`src/rtl/q2_pkg.sv`:
```
// q2_pkg: shared types for the Q2 instruction sequencer.
//   WIDTH_DEF - default datapath/word width
//   opcode_t  - 3-bit opcode held in ir[WIDTH-1:WIDTH-3]
//   state_t   - sequencer FSM states
//   ALU_*     - alu_op encodings
//   ctl_t     - registered strobe vector driven to slices, memory and panel
// Optional feature macro used by the other files: Q2_SINGLE_STEP_EN.
package q2_pkg;

    localparam int WIDTH_DEF = 12;

    typedef enum logic [2:0] {
        OP_LDA = 3'd0,
        OP_STA = 3'd1,
        OP_ADD = 3'd2,
        OP_NOR = 3'd3,
        OP_JMP = 3'd4,
        OP_JZ  = 3'd5,
        OP_SHX = 3'd6,
        OP_HLT = 3'd7
    } opcode_t;

    typedef enum logic [4:0] {
        ST_IDLE, ST_F0, ST_F1, ST_F2,
        ST_O0, ST_O1, ST_O2,
        ST_E0, ST_E1, ST_S0, ST_S1, ST_J0,
        ST_H0, ST_H1, ST_HALT,
        ST_D0, ST_D1, ST_D2
    } state_t;

    localparam logic [1:0] ALU_PASS = 2'd0;
    localparam logic [1:0] ALU_ADD  = 2'd1;
    localparam logic [1:0] ALU_NOR  = 2'd2;

    typedef struct packed {
        logic       sw;
        logic       dep;
        logic       wra;
        logic       rda;
        logic       wrp;
        logic       rdp;
        logic       wrx;
        logic       rdx;
        logic       incp_clk;
        logic       xshift;
        logic       xin_zero;
        logic       xin_shift;
        logic       xin_p;
        logic       xin_dbus;
        logic [1:0] alu_op;
        logic       rsts;
        logic       wrs;
        logic       mem_rd;
        logic       mem_wr;
        logic       halted;
    } ctl_t;

    // Strobe vector seen in IDLE, which is also the reset value.
    function automatic ctl_t idle_ctl();
        ctl_t c;
        c        = '0;
        c.sw     = 1'b1;
        c.halted = 1'b1;
        c.rsts   = 1'b1;
        return c;
    endfunction

    function automatic logic [1:0] alu_sel(opcode_t op);
        case (op)
            OP_ADD:  return ALU_ADD;
            OP_NOR:  return ALU_NOR;
            default: return ALU_PASS;
        endcase
    endfunction

endpackage

```
`src/rtl/q2_if.sv`:
```
// q2_if: panel, data-bus and slice/memory strobe bundle of the Q2 sequencer.
//   master - the sequencer: reads run/step/dep_req/ir_in/a_zero, drives strobes and ir
//   slave  - the datapath/panel side
// step exists only when Q2_SINGLE_STEP_EN is defined.
interface q2_if
    import q2_pkg::*;
#(
    parameter int WIDTH = WIDTH_DEF
);
    logic             run;
`ifdef Q2_SINGLE_STEP_EN
    logic             step;
`endif
    logic             dep_req;
    logic [WIDTH-1:0] ir_in;
    logic             a_zero;

    logic             sw, dep;
    logic             wra, rda, wrp, rdp, wrx, rdx, incp_clk;
    logic             xshift;
    logic             xin_zero, xin_shift, xin_p, xin_dbus;
    logic [1:0]       alu_op;
    logic             rsts, wrs;
    logic             mem_rd, mem_wr;
    logic             halted;
    logic [WIDTH-1:0] ir;

    modport master (
`ifdef Q2_SINGLE_STEP_EN
        input  step,
`endif
        input  run, dep_req, ir_in, a_zero,
        output sw, dep, wra, rda, wrp, rdp, wrx, rdx, incp_clk, xshift,
        output xin_zero, xin_shift, xin_p, xin_dbus, alu_op,
        output rsts, wrs, mem_rd, mem_wr, halted, ir
    );

    modport slave (
`ifdef Q2_SINGLE_STEP_EN
        output step,
`endif
        output run, dep_req, ir_in, a_zero,
        input  sw, dep, wra, rda, wrp, rdp, wrx, rdx, incp_clk, xshift,
        input  xin_zero, xin_shift, xin_p, xin_dbus, alu_op,
        input  rsts, wrs, mem_rd, mem_wr, halted, ir
    );
endinterface

```
`src/rtl/q2_ctl_decode.sv`:
```
// q2_ctl_decode: pure combinational map from a sequencer state (plus the
// current opcode, for ALU select and S write) to the strobe vector.
//   state - state being entered on the next clock
//   op    - opcode currently held in the instruction register
//   ctl   - strobe vector to be registered by q2_control
module q2_ctl_decode
    import q2_pkg::*;
(
    input  state_t  state,
    input  opcode_t op,
    output ctl_t    ctl
);
    always_comb begin
        ctl = '0;
        case (state)
            ST_IDLE: ctl = idle_ctl();
            ST_F0, ST_F1: begin
                ctl.rdp    = 1'b1;
                ctl.mem_rd = 1'b1;
            end
            ST_F2, ST_O2, ST_D2: ctl.incp_clk = 1'b1;
            ST_O0, ST_O1: begin
                ctl.rdp      = 1'b1;
                ctl.mem_rd   = 1'b1;
                ctl.xin_dbus = 1'b1;
                ctl.wrx      = (state == ST_O1);
            end
            ST_E0, ST_E1: begin
                ctl.rdx    = 1'b1;
                ctl.mem_rd = 1'b1;
                ctl.alu_op = alu_sel(op);
                ctl.wra    = (state == ST_E1);
                ctl.wrs    = (state == ST_E1) && (op == OP_ADD);
            end
            ST_S0, ST_S1: begin
                ctl.rdx    = 1'b1;
                ctl.rda    = 1'b1;
                ctl.mem_wr = (state == ST_S1);
            end
            ST_J0: ctl.wrp = 1'b1;
            // SHX shifts a zero into X; xshift stays at its default of 0.
            ST_H0, ST_H1: begin
                ctl.xin_shift = 1'b1;
                ctl.wrx       = (state == ST_H1);
            end
            ST_HALT: begin
                ctl.sw     = 1'b1;
                ctl.halted = 1'b1;
            end
            ST_D0, ST_D1: begin
                ctl.dep    = 1'b1;
                ctl.rdp    = 1'b1;
                ctl.mem_wr = (state == ST_D1);
            end
            default: ctl = idle_ctl();
        endcase
    end
endmodule

```
`src/rtl/q2_control.sv`:
```
// q2_control: Q2 instruction sequencer. Holds the instruction register and
// walks fetch/operand/execute; every strobe is a flop loaded from the decode
// of the next state, so outputs are glitch-free and have no input-to-output
// combinational path.
//   clk - sole clock
//   rst - asynchronous, active-low reset
//   bus - q2_if.master: panel inputs, data bus, a_zero, all strobes, ir
// Q2_SINGLE_STEP_EN adds the step input and single-instruction stepping.
//
// state | meaning
// IDLE  | panel owns bus, waiting for run / step / deposit
// F0-F2 | fetch instruction word, load ir, increment P
// O0-O2 | fetch operand address into X, increment P
// E0-E1 | memory[X] through ALU into A (LDA/ADD/NOR)
// S0-S1 | A to memory[X] (STA)
// J0    | X to P (JMP, JZ taken)
// H0-H1 | shift X (SHX)
// HALT  | stopped by HLT until run drops
// D0-D2 | panel deposit at P, increment P
module q2_control
    import q2_pkg::*;
#(
    parameter int WIDTH = WIDTH_DEF
) (
    input  logic clk,
    input  logic rst,
    q2_if.master bus
);
    state_t           state_q, state_nx, end_state;
    ctl_t             ctl_q, ctl_nx;
    logic [WIDTH-1:0] ir_q;
    opcode_t          op;
    logic             dep_q, dep_rise, step_rise;
    logic             step_mode_q, step_mode_nx;

`ifdef Q2_SINGLE_STEP_EN
    logic step_q;
    assign step_rise = bus.step & ~step_q;
`else
    assign step_rise = 1'b0;
`endif

    assign op       = opcode_t'(ir_q[WIDTH-1 -: 3]);
    assign dep_rise = bus.dep_req & ~dep_q;
    // A stepped instruction always returns to IDLE when it ends.
    assign end_state = (bus.run && !step_mode_q) ? ST_F0 : ST_IDLE;

    always_comb begin
        state_nx     = state_q;
        step_mode_nx = step_mode_q;
        case (state_q)
            ST_IDLE: begin
                if (bus.run) begin
                    state_nx     = ST_F0;
                    step_mode_nx = 1'b0;
                end else if (step_rise) begin
                    state_nx     = ST_F0;
                    step_mode_nx = 1'b1;
                end else if (dep_rise) begin
                    state_nx = ST_D0;
                end
            end
            ST_F0: state_nx = ST_F1;
            ST_F1: state_nx = ST_F2;
            ST_F2: begin
                if (op == OP_HLT)      state_nx = ST_HALT;
                else if (op == OP_SHX) state_nx = ST_H0;
                else                   state_nx = ST_O0;
            end
            ST_O0: state_nx = ST_O1;
            ST_O1: state_nx = ST_O2;
            ST_O2: begin
                case (op)
                    OP_JMP:  state_nx = ST_J0;
                    OP_JZ:   state_nx = bus.a_zero ? ST_J0 : end_state;
                    OP_STA:  state_nx = ST_S0;
                    default: state_nx = ST_E0;
                endcase
            end
            ST_E0:   state_nx = ST_E1;
            ST_S0:   state_nx = ST_S1;
            ST_H0:   state_nx = ST_H1;
            ST_E1, ST_S1, ST_J0, ST_H1: state_nx = end_state;
            ST_HALT: if (!bus.run) state_nx = ST_IDLE;
            ST_D0:   state_nx = ST_D1;
            ST_D1:   state_nx = ST_D2;
            ST_D2:   state_nx = ST_IDLE;
            default: state_nx = ST_IDLE;
        endcase
        if (state_nx == ST_IDLE) step_mode_nx = 1'b0;
    end

    q2_ctl_decode u_decode (
        .state (state_nx),
        .op    (op),
        .ctl   (ctl_nx)
    );

    always_ff @(posedge clk or negedge rst) begin
        if (!rst) begin
            state_q     <= ST_IDLE;
            ctl_q       <= idle_ctl();
            ir_q        <= '0;
            dep_q       <= 1'b0;
            step_mode_q <= 1'b0;
`ifdef Q2_SINGLE_STEP_EN
            step_q      <= 1'b0;
`endif
        end else begin
            state_q     <= state_nx;
            ctl_q       <= ctl_nx;
            dep_q       <= bus.dep_req;
            step_mode_q <= step_mode_nx;
`ifdef Q2_SINGLE_STEP_EN
            step_q      <= bus.step;
`endif
            if (state_q == ST_F1) ir_q <= bus.ir_in;
        end
    end

    assign bus.sw        = ctl_q.sw;
    assign bus.dep       = ctl_q.dep;
    assign bus.wra       = ctl_q.wra;
    assign bus.rda       = ctl_q.rda;
    assign bus.wrp       = ctl_q.wrp;
    assign bus.rdp       = ctl_q.rdp;
    assign bus.wrx       = ctl_q.wrx;
    assign bus.rdx       = ctl_q.rdx;
    assign bus.incp_clk  = ctl_q.incp_clk;
    assign bus.xshift    = ctl_q.xshift;
    assign bus.xin_zero  = ctl_q.xin_zero;
    assign bus.xin_shift = ctl_q.xin_shift;
    assign bus.xin_p     = ctl_q.xin_p;
    assign bus.xin_dbus  = ctl_q.xin_dbus;
    assign bus.alu_op    = ctl_q.alu_op;
    assign bus.rsts      = ctl_q.rsts;
    assign bus.wrs       = ctl_q.wrs;
    assign bus.mem_rd    = ctl_q.mem_rd;
    assign bus.mem_wr    = ctl_q.mem_wr;
    assign bus.halted    = ctl_q.halted;
    assign bus.ir        = ir_q;
endmodule

```
`src/flat_wrapper.sv`:
```
// flat-port wrapper written by rule: the top's interface ports become plain ports
module q2_control_flat import q2_pkg::*;
#(
    parameter int WIDTH = WIDTH_DEF
)
  (clk, rst, bus_run, bus_dep_req, bus_ir_in, bus_a_zero, bus_sw, bus_dep, bus_wra, bus_rda, bus_wrp, bus_rdp, bus_wrx, bus_rdx, bus_incp_clk, bus_xshift, bus_xin_zero, bus_xin_shift, bus_xin_p, bus_xin_dbus, bus_alu_op, bus_rsts, bus_wrs, bus_mem_rd, bus_mem_wr, bus_halted, bus_ir);
  q2_if #(.WIDTH(WIDTH)) bus_i ();
  input  logic clk;
  input  logic rst;
  input wire logic [$bits(bus_i.run)-1:0] bus_run;
  input wire logic [$bits(bus_i.dep_req)-1:0] bus_dep_req;
  input wire logic [$bits(bus_i.ir_in)-1:0] bus_ir_in;
  input wire logic [$bits(bus_i.a_zero)-1:0] bus_a_zero;
  output wire logic [$bits(bus_i.sw)-1:0] bus_sw;
  output wire logic [$bits(bus_i.dep)-1:0] bus_dep;
  output wire logic [$bits(bus_i.wra)-1:0] bus_wra;
  output wire logic [$bits(bus_i.rda)-1:0] bus_rda;
  output wire logic [$bits(bus_i.wrp)-1:0] bus_wrp;
  output wire logic [$bits(bus_i.rdp)-1:0] bus_rdp;
  output wire logic [$bits(bus_i.wrx)-1:0] bus_wrx;
  output wire logic [$bits(bus_i.rdx)-1:0] bus_rdx;
  output wire logic [$bits(bus_i.incp_clk)-1:0] bus_incp_clk;
  output wire logic [$bits(bus_i.xshift)-1:0] bus_xshift;
  output wire logic [$bits(bus_i.xin_zero)-1:0] bus_xin_zero;
  output wire logic [$bits(bus_i.xin_shift)-1:0] bus_xin_shift;
  output wire logic [$bits(bus_i.xin_p)-1:0] bus_xin_p;
  output wire logic [$bits(bus_i.xin_dbus)-1:0] bus_xin_dbus;
  output wire logic [$bits(bus_i.alu_op)-1:0] bus_alu_op;
  output wire logic [$bits(bus_i.rsts)-1:0] bus_rsts;
  output wire logic [$bits(bus_i.wrs)-1:0] bus_wrs;
  output wire logic [$bits(bus_i.mem_rd)-1:0] bus_mem_rd;
  output wire logic [$bits(bus_i.mem_wr)-1:0] bus_mem_wr;
  output wire logic [$bits(bus_i.halted)-1:0] bus_halted;
  output wire logic [$bits(bus_i.ir)-1:0] bus_ir;
  assign bus_i.run = bus_run;
  assign bus_i.dep_req = bus_dep_req;
  assign bus_i.ir_in = bus_ir_in;
  assign bus_i.a_zero = bus_a_zero;
  assign bus_sw = bus_i.sw;
  assign bus_dep = bus_i.dep;
  assign bus_wra = bus_i.wra;
  assign bus_rda = bus_i.rda;
  assign bus_wrp = bus_i.wrp;
  assign bus_rdp = bus_i.rdp;
  assign bus_wrx = bus_i.wrx;
  assign bus_rdx = bus_i.rdx;
  assign bus_incp_clk = bus_i.incp_clk;
  assign bus_xshift = bus_i.xshift;
  assign bus_xin_zero = bus_i.xin_zero;
  assign bus_xin_shift = bus_i.xin_shift;
  assign bus_xin_p = bus_i.xin_p;
  assign bus_xin_dbus = bus_i.xin_dbus;
  assign bus_alu_op = bus_i.alu_op;
  assign bus_rsts = bus_i.rsts;
  assign bus_wrs = bus_i.wrs;
  assign bus_mem_rd = bus_i.mem_rd;
  assign bus_mem_wr = bus_i.mem_wr;
  assign bus_halted = bus_i.halted;
  assign bus_ir = bus_i.ir;
  q2_control #(.WIDTH(WIDTH)) u_core (.clk(clk), .rst(rst), .bus(bus_i));
endmodule
```
`config.mk`:
```
export PLATFORM = sky130hd
export DESIGN_NAME = q2_control_flat
export DESIGN_NICKNAME = d
export VERILOG_FILES = /design/src/rtl/q2_pkg.sv /design/src/rtl/q2_if.sv /design/src/rtl/q2_ctl_decode.sv /design/src/rtl/q2_control.sv /design/src/flat_wrapper.sv
export SDC_FILE = /design/constraint.sdc
export NUM_CORES = 1
export LEC_CHECK = 0
export CORE_MARGIN = 2
export CORE_UTILIZATION = 48
export DETAILED_ROUTE_END_ITERATION = 8
export GPL_TIMING_DRIVEN = 1
export PLACE_DENSITY_LB_ADDON = 0.15
export SYNTH_ARGS = -nofsm -noshare
export SYNTH_HDL_FRONTEND = slang
export SYNTH_SLANG_ARGS = --single-unit
```
`constraint.sdc`:
```
create_clock -name clk -period 2.7 [get_ports clk]
set_clock_uncertainty 0.2 [all_clocks]
set_input_delay 0.81 -clock clk [delete_from_list [all_inputs] [get_ports clk]]
set_output_delay 0.81 -clock clk [all_outputs]
set_load 0.05 [all_outputs]
```
==> key figures <==
Status
  – Status: finished, final reports clean

STA
  – Sum Neg Setup Slack: 0 ns
  – Tcrit/Tclk final: a little over nine tenths
  – Max_slew headroom: 59.8%
  – Crit path time final: 2.63 ns
  – Slew @ Worst Pin: 0.603 ns
  – Final Max Tran Viols: 0
  – Final setup violation count: 0
  – Final WS setup: 0.0704 ns
  – FMAX: about 380 MHz
  – RSZ-0062 raised after global routing: no
  – Fin. Hold Viols: 0

Floorplanning
  – Die X: 66.0 um
  – Row cnt: 22
  – Number of placed I/O pins: 50
  – Die Y: ~66 um
  – Die area: 0.00435 sq mm
  – Initial Utilization: 50.0%
  – Core ar.: 0.00369 sq mm

Drt
  – Met3 Wirelength: 335 um
  – DRT iter0 DRCs: 127
  – Pre-antenna DRT Iters: 4
  – DR DRC count: 0
  – Met2 routed WL: 2220 um
  – Final WL: 4510 um
  – Wire length per cell: 16.1 um
  – Vias per cell: 5.65
  – Via count: between 1500 and 2000
  – Highest routed layer: met4
  – M1 WL: 1820 um
  – Antenna-violating nets left: 0

GRT
  – Antenna violations before repair: 0
  – Grt ovf: 0
  – Global-route wire length before repair: ~7600 um
  – Largest net degree at the start of global routing: 36
  – Vias in the first global route: 1650
  – GRT Util Overall: 23.6%

Final layout
  – Final std cells w/o fill: 280
  – Share of layout cells above drive strength 1: 22.4%
  – Layout area overhead: 35.6%
  – Ant. Diodes: 0
  – Final nets: 248

Logic synthesis
  – Syn Area/Cell: roughly 11 sq um
  – Count leader, synth: dfrtp_1
  – Syn. warnings: 0
  – #FFs+latches synth: 35
  – Synth area leader: dfrtp_1
  – Synth area leaders: dfrtp_1 45%, mux2_2 7.3%, dfstp_2 2.9%
  – Register area share after synthesis: 47.7%
  – Post-synth EDFFs: 0
  – Syn Std Cell Area: 0.00184 sq mm
  – Synth cell count leaders: 33 x dfrtp_1, 13 x nor2_1, 12 x mux2_2, 11 x nand2_1
  – Post-Syn Instances: about 170
  – Asr flop ratio synth: 100%
  – Synth unique cells: 57
  – Synth top area share: 44.8%
  – Ys flop type: dfrtp_1

Pwr
  – Sw Ratio: 48.3%
  – P per Cell Area: 1460 mW/mm^2
  – Clock power frac: 10.3%
  – Switch Pwr: 1.76 mW
  – Internal Pwr Total: 1.88 mW
  – Maximum vdd drop: 0.831 mV
  – Combinational share of power: between 60% and 70%
  – Sequential power share: approximately 27%
  – Leak: 1.09 nW

Critical path
  – Worst-path fanout max: 8
  – Launch point of the critical path: u_core.bus.ir[11]
  – Crit-path max cell delay: 0.86 ns
  – Reg2Reg Setup Slack: 0.27 ns
  – FF-to-FF path depth: 6
  – WP data arrival: 1.62 ns
  – Worst setup path class: reg2out
  – Worst r2r src: u_core.state_q[0]
  – Cell family with the largest share of critical-path delay: buffers and inverters
  – Worst Setup End Kind: primary output
  – WP data required: 1.69 ns
  – Cell Chain, Critical Path: clkdlybuf4s50_1
  – CP max-delay cell: clkdlybuf4s50_1
  – Crit start category: flip-flop
  – Bufs and invs on worst path: 1
  – Reg-to-Reg End: u_core.bus.mem_rd

CTS
  – Worst-case clock buffer depth: 2
  – TritonCTS clock tree: done
  – Clock Tree Root: clkbuf_8
  – Clock Latency Late Sink: 0.29 ns
  – H-tree Lvls: 2
  – Clock Sinks: 35
  – Total CTS buffers: 5
  – CTS clock-pin slew for the worst setup and hold paths: 0.07 ns
  – Post-CTS Setup Bufs: 0

Placed design
  – Setup WS pre-CTS: -0.323 ns
  – Placed insts: approximately 270
  – Routability Congestion: 0.944
  – PortBufs: 46
  – Post-DP HPWL: 3250 um

Worst hold path
  – Hold Crit Start: u_core.bus.ir[4]
  – Worst Hold End: u_core.bus.ir[4]
  – Min-Delay Path Depth: 1
  – HP Class: reg2reg

Run
  – Number of max-cap violations: 0
-- layer usage --
layer	vias up	GRT usage [%]
met5	-	0
met4	0	14.0
met3	12	6.13
met2	72	37.6
met1	769	28.6
li1	728	-
-- layout by cell type, fill, tap and decap left out, drive strengths merged, types with 2 or more instances in the layout --
cell and count:
and4b 2, a21oi 6, conb 3, mux2 12, nand2b 3, nand2 11, nor3b 4, and3b 3
a31oi 2, o21a 2, inv 4, buf 19, dfstp 2, and2 3, dfrtp 33, a211oi 2
a21o 2, or3 2, or3b 2, nor3 6, clkdlybuf4s50 45, o21ai 6, nor4b 3, nand3 5
or2 3, nor2b 3, nor2 13, clkbuf 6
-- flip-flops by register name (all words and copies together), names as in the netlist --
signal / flops
u_core.bus.rdp: 1
u_core.bus.incp_clk: 1
u_core.bus.wrx: 1
u_core.bus.rsts: 1
u_core.bus.ir: 12
u_core.bus.wra: 1
u_core.bus.rdx: 1
u_core.bus.xin_shift: 1
u_core.bus.mem_rd: 1
u_core.bus.alu_op: 2
u_core.bus.xin_dbus: 1
u_core.bus.rda: 1
u_core.bus.wrp: 1
u_core.dep_q: 1
u_core.state_q: 5
u_core.bus.halted: 1
u_core.bus.mem_wr: 1
u_core.bus.dep: 1
u_core.bus.wrs: 1
-- worst max path at each step --
stage,endpoint,slack (ns),cells after the start
floorplan,u_core.bus.rsts,0.17,7
global placement,u_core.bus.halted,-0.29,9
detailed placement,u_core.bus.rdp,-0.32,8
CTS,bus_ir[11],0.06,1
global route,bus_ir[11],0.0007,1
finish,bus_ir[11],0.07,1
-- per-stage QoR --
step                util, %  hold slack, ns  area (sq um)  power [mW]
detailed placement     65.3           0.296          2410        3.25
CTS                    67.6           0.318          2490        3.64
finish                 67.7           0.311          2500        3.64
global placement       65.3           0.289          2410        3.21
floorplan                 -           0.314          1850        2.52
global route           67.7           0.334          2500        3.85
-- power by group through the flow --
stage / clock network, mW / logic (mW) / registers, mW
after floorplan: 0 / 1.06 / 1.47
after global placement: 0 / 2.25 / 0.967
after detailed placement: 0 / 2.27 / 0.977
after CTS: 0.383 / 2.28 / 0.972
after global routing: 0.411 / 2.43 / 1.01
final: 0.375 / 2.29 / 0.976
-- cell type report --
cell class	count	area [sq um]
Multi-Input combinational cell	120	858
Clock inverter	2	12.5
Tap cell	48	60.1
Clock buffer	6	72.6
Sequential cell	35	878
Inverter	4	15.0
Timing Repair Buffer	65	602
Fill cell	298	1190
-- kinds of logic (layout without fill, tap and decap cells) --
kind of cell / Yosys count / after routing / share of synthesized area, %
muxes: 12 / 12 / 7.33
and+or+nand+nor: 68 / 68 / 22.9
DFF: 35 / 35 / 47.7
other: 1 / 3 / 0.203
AOI/OAI and AO/OA: 35 / 35 / 14.4
buffers and inverters: 19 / 77 / 6.52
xor gates and xnor gates: 2 / 2 / 0.951
-- worst reg2reg max path, delay by kind of cell, from the launching register on --
kind,cells,cell delay [ns]
AND/OR/NAND/NOR,3,0.78
flip-flops,1,0.73
AO/OA/AOI/OAI,3,0.60
-- what timing repair did --
item | 4_1_cts | 5_1_grt
gates resized for setup | 1 | 1
pin swaps | 0 | 4
setup endpoints to repair | 3 | 1
hold buffers | 0 | 0
hold endpoints to repair | 0 | 0
Power figures use the tool's default switching activity.
